**config.mk**
```make
export PLATFORM = sky130hd
export DESIGN_NAME = bram_rd_ctrl
export DESIGN_NICKNAME = d
export VERILOG_FILES = /design/src/rtl/bram_rd_ctrl.sv
export SDC_FILE = /design/constraint.sdc
export NUM_CORES = 1
export LEC_CHECK = 0
export ABC_AREA = 1
export BUFFER_PORTS_ARGS = -buffer_cell sky130_fd_sc_hd__clkbuf_2
export CAP_MARGIN = 25
export CORE_AREA = 8 8 417 419
export DETAILED_ROUTE_END_ITERATION = 12
export DIE_AREA = 0 0 425 427
export PLACE_DENSITY = 0.45
export SYNTH_ARGS = -nofsm -noshare
export SYNTH_HDL_FRONTEND = slang
export SYNTH_SLANG_ARGS = --single-unit
```
**constraint.sdc**
```tcl
create_clock -name i_clk -period 2.9 [get_ports i_clk]
set_input_delay 0.725 -clock i_clk [delete_from_list [all_inputs] [get_ports i_clk]]
set_output_delay 0.725 -clock i_clk [all_outputs]
set_load 0.02 [all_outputs]
```
**src/rtl/bram_rd_ctrl.sv**
```systemverilog
// rtl/bram_rd_ctrl.sv - two-client (word/row) read controller for a single 512-bit BRAM port
module bram_rd_ctrl #(
    parameter int RD_LATENCY = 2,
    parameter int WORD_AW    = 13,
    parameter int ROW_AW     = WORD_AW - 4
) (
    input  logic                i_clk,
    input  logic                i_rstn,
    input  logic [WORD_AW-1:0]  i_w_addr,
    input  logic                i_w_addr_ready,
    output logic                o_w_data_valid,
    output logic [31:0]         o_w_data,
    input  logic [ROW_AW-1:0]   i_r_addr,
    input  logic                i_r_addr_ready,
    output logic                o_r_data_valid,
    output logic [511:0]        o_r_data,
    output logic                o_bram_en,
    output logic [ROW_AW-1:0]   o_bram_addr,
    input  logic [511:0]        i_bram_dout
);

    localparam logic [1:0] ST_IDLE  = 2'd0;
    localparam logic [1:0] ST_ISSUE = 2'd1;
    localparam logic [1:0] ST_WAIT  = 2'd2;
    localparam logic [1:0] ST_HOLD  = 2'd3;

    localparam logic GNT_R = 1'b0;
    localparam logic GNT_W = 1'b1;

    localparam logic [2:0] LAT = 3'(RD_LATENCY);

    logic [1:0]         state_q, state_d;
    logic               gnt_q, gnt_d;
    logic               last_q, last_d;
    logic               abort_q, abort_d;
    logic [ROW_AW-1:0]  row_q, row_d;
    logic [3:0]         widx_q, widx_d;
    logic [2:0]         cnt_q, cnt_d;
    logic               bram_en_q, bram_en_d;
    logic [ROW_AW-1:0]  bram_addr_q, bram_addr_d;
    logic               w_valid_q, w_valid_d;
    logic               r_valid_q, r_valid_d;
    logic [31:0]        w_data_q, w_data_d;
    logic [511:0]       r_data_q, r_data_d;

    logic               gnt_ready;
    logic               pick_w;

    assign gnt_ready = (gnt_q == GNT_W) ? i_w_addr_ready : i_r_addr_ready;
    // W wins when alone, or on a tie when R was served last
    assign pick_w    = i_w_addr_ready && (!i_r_addr_ready || (last_q == GNT_R));

    always_comb begin
        state_d     = state_q;
        gnt_d       = gnt_q;
        last_d      = last_q;
        abort_d     = abort_q;
        row_d       = row_q;
        widx_d      = widx_q;
        cnt_d       = cnt_q;
        bram_en_d   = 1'b0;
        bram_addr_d = bram_addr_q;
        w_valid_d   = w_valid_q;
        r_valid_d   = r_valid_q;
        w_data_d    = w_data_q;
        r_data_d    = r_data_q;

        case (state_q)
            ST_IDLE: begin
                if (i_w_addr_ready || i_r_addr_ready) begin
                    gnt_d   = pick_w;
                    row_d   = pick_w ? i_w_addr[WORD_AW-1:4] : i_r_addr;
                    widx_d  = i_w_addr[3:0];
                    abort_d = 1'b0;
                    state_d = ST_ISSUE;
                end
            end

            ST_ISSUE: begin
                bram_en_d   = 1'b1;
                bram_addr_d = row_q;
                cnt_d       = LAT;
                if (!gnt_ready) begin
                    abort_d = 1'b1;
                end
                state_d = ST_WAIT;
            end

            ST_WAIT: begin
                if (!gnt_ready) begin
                    abort_d = 1'b1;
                end
                // The read is always allowed to finish so the BRAM pipeline drains
                if (cnt_q == 3'd0) begin
                    if (abort_q || !gnt_ready) begin
                        last_d  = gnt_q;
                        abort_d = 1'b0;
                        state_d = ST_IDLE;
                    end else begin
                        if (gnt_q == GNT_W) begin
                            w_valid_d = 1'b1;
                            w_data_d  = i_bram_dout[{widx_q, 5'd0} +: 32];
                        end else begin
                            r_valid_d = 1'b1;
                            r_data_d  = i_bram_dout;
                        end
                        state_d = ST_HOLD;
                    end
                end else begin
                    cnt_d = cnt_q - 3'd1;
                end
            end

            ST_HOLD: begin
                if (!gnt_ready) begin
                    w_valid_d = 1'b0;
                    r_valid_d = 1'b0;
                    w_data_d  = 32'd0;
                    r_data_d  = 512'd0;
                    last_d    = gnt_q;
                    state_d   = ST_IDLE;
                end
            end

            default: begin
                state_d = ST_IDLE;
            end
        endcase
    end

    always_ff @(posedge i_clk) begin
        if (!i_rstn) begin
            state_q     <= ST_IDLE;
            gnt_q       <= GNT_R;
            last_q      <= GNT_R;
            abort_q     <= 1'b0;
            row_q       <= '0;
            widx_q      <= 4'd0;
            cnt_q       <= 3'd0;
            bram_en_q   <= 1'b0;
            bram_addr_q <= '0;
            w_valid_q   <= 1'b0;
            r_valid_q   <= 1'b0;
            w_data_q    <= 32'd0;
            r_data_q    <= 512'd0;
        end else begin
            state_q     <= state_d;
            gnt_q       <= gnt_d;
            last_q      <= last_d;
            abort_q     <= abort_d;
            row_q       <= row_d;
            widx_q      <= widx_d;
            cnt_q       <= cnt_d;
            bram_en_q   <= bram_en_d;
            bram_addr_q <= bram_addr_d;
            w_valid_q   <= w_valid_d;
            r_valid_q   <= r_valid_d;
            w_data_q    <= w_data_d;
            r_data_q    <= r_data_d;
        end
    end

    assign o_bram_en      = bram_en_q;
    assign o_bram_addr    = bram_addr_q;
    assign o_w_data_valid = w_valid_q;
    assign o_w_data       = w_data_q;
    assign o_r_data_valid = r_valid_q;
    assign o_r_data       = r_data_q;

endmodule

```
==> results.json <==
{
  "start_util_pct": 15.7,
  "cts_hold_buf": 0,
  "p_per_area_nw_per_um2": 818,
  "syn2layout_area_growth_pct": 41.6,
  "final_cells": 7362,
  "worstMarginPinSlew_ns": 0.613,
  "globalplace.congestion": 0.934,
  "crit_path_max_fanout": 68,
  "avgSynthCellArea_um2": 6.43,
  "cts-root-buf": "clkbuf_16",
  "maxCapViolations": 0,
  "startpoint_type": "register",
  "clk_pin_slew_ns": 0.07,
  "cts_resized": 0,
  "rr_worst_depth": 11,
  "final_util_pct": 22.2,
  "first_pass_iters": 7,
  "cp-end-kind": "register",
  "antenna_found_initial": 30,
  "relSlewSlack_pct": 59.1,
  "arrival_ns": 3.22,
  "rsz0062_at_grt": "no",
  "period_share_pct": 89.4,
  "synth_seq_area_share_pct": 43.9,
  "grt_max_degree": 103,
  "vias": 31400,
  "synth_nets": 4636,
  "rows": 151,
  "layout_commonest_cell": "nand2_1",
  "grt-ovfl-total": 0,
  "h-tree-depth": 3,
  "die_y_um": 427,
  "avgRoutedWirePerCell_um": 26.8,
  "timing.final.crit_period_ns": 2.59,
  "synthTopCellsByArea": "dfxtp_1 (44%), nand2_1 (25%), a21oi_1 (11%)",
  "layout_common_cells": "nand2_1 (1,783), clkbuf_2 (1,093), dfxtp_1 (573), a21oi_1 (558), inv_1 (405)",
  "p_leak_uw": 0.0176,
  "hold_viol_final": 0,
  "final_antenna_net_count": 0,
  "coreArea_um2": 168000,
  "ys_warn_count": 0,
  "cts_buffers": 78,
  "wl_mm": 197,
  "ir_drop_mv": 0.481,
  "drive_gt1_share_pct": 26.0,
  "io_pins": 1094,
  "drv_slew": 0,
  "grt_pass1_wl_mm": 257,
  "total_power_uw": 30400,
  "viasPerCell": 4.26,
  "crit_required_ns": 3.52,
  "yosysTopAreaCellShare_pct": 43.9,
  "yosys.area.top_type": "dfxtp_1",
  "drtIter0Drc": 3017,
  "status": "completed",
  "postSynthCellCount": 4091,
  "finalSetupViolCount": 0,
  "cts_setup_buffers": 0,
  "die-area_um2": 181000,
  "fmax_mhz": 386,
  "hpwl_mm": 160,
  "hp-class": "in -> reg",
  "skew_ns": 0.0374,
  "fin_nets": 5624,
  "fp.dieW_um": 425,
  "cts_max_path_buffers": 3,
  "ys_seq_elements": 577,
  "setup_tns_ns": 0,
  "clk_latency_ns": 0.71,
  "clock_sinks": 577,
  "grt_pass1_vias": 29800,
  "drc": 0,
  "port_buffers": 1093,
  "netlist_area_um2": 26300,
  "criticalPathCategory": "reg -> reg",
  "holdPathStages": 3,
  "place_inst": 7217,
  "grt_usage_pct": 20.4,
  "yosys.cell_types.count": 24,
  "fillers": 19500,
  "cts_tree": "built"
}
## cells by family (layout without fill, tap and decap cells)
group / Yosys count / in the layout / share of synthesized area (%)
buffers and inverters: 703 / 1742 / 10.8
and+or+nand+nor: 2202 / 2202 / 33.4
AOI/OAI and AO/OA: 602 / 602 / 11.5
DFF: 577 / 577 / 43.9
adders and majority gates: 7 / 7 / 0.333
other: 0 / 14 / 0
## worst max-delay path, cell delays in order, from the launching register on
cell     delay, ns
dfxtp_1       0.40
inv_1         0.10
ha_1          0.28
nand2_1       0.15
o21ai_0       0.12
a21oi_2       0.25
nand3_4       0.17
nor2_8        0.15
buf_12        0.22
buf_12        0.33
nand2_1       0.13
a21oi_1       0.13
## where the power goes
| part | total [uW] | leakage (uW) | internal (uW) | switching (uW) |
|---|---|---|---|---|
| logic | 10800 | 0.0117 | 2930 | 7900 |
| clock network | 10000 | 0.00124 | 5770 | 4250 |
| registers | 9600 | 0.00469 | 8960 | 641 |
## final cells by class
cell class,instances,area (um2),share of cell area [%]
sequential,577,11600,31.0
tap,2218,2780,7.45
multi-input combinational,2811,11900,32.0
clock buffer,103,2190,5.88
inverter,412,1570,4.21
antenna,14,35.0,0.0941
clock inverter,28,348,0.934
timing repair buffer,1199,6840,18.4
## metal layers
metal | wire (um) | up-vias | global-route usage (%)
met2 | 91900 | 1276 | 33.0
met4 | 5150 | 4 | 5.75
li1 | - | 14700 | -
met5 | 27 | - | 0
met3 | 17200 | 199 | 6.18
met1 | 82700 | 15200 | 26.2
## path summary, 6_finish.rpt
check	start	to	slack (ns)
worst min register to register	cnt_q[0]	cnt_q[0]	0.45
worst min-delay path	i_bram_dout[423]	o_r_data[423]	0.26
worst max-delay path	state_q[0]	o_r_data[492]	0.31
worst max register to register	state_q[0]	o_r_data[492]	0.31
## flip-flops by register name, indices dropped and copies added, names as in the netlist, 2 cells and up
name / cells
o_r_data: 512
o_w_data: 32
o_bram_addr: 9
row_q: 9
widx_q: 4
cnt_q: 3
state_q: 2
## per-stage QoR
step | setup WS, ns | hold WS, ns | instance area, um2
after floorplan | 0.869 | 0.422 | 26300
after global placement | 0.349 | 0.434 | 34700
after detailed placement | 0.314 | 0.443 | 34700
after CTS | 0.305 | 0.150 | 37200
after global routing | 0.0429 | 0.206 | 37200
final | 0.307 | 0.261 | 37200
## cells in the mapped netlist
cell type  instances
a21oi_2            1
buf_4             28
a31oi_1            9
clkbuf_4           9
buf_1             27
o21ai_0           31
a211oi_1           1
nor2_8             1
nand3_1          390
buf_6              5
clkinv_1           2
inv_2              2
a21oi_1          558
or2_2              2
inv_1            408
ha_1               7
nand2_1         1783
dfxtp_1          577
nor2_1            25
o2111ai_1          1
o22ai_1            1
buf_2             26
clkbuf_1         196
nor3_1             1
(Power assumes the default switching activity.)
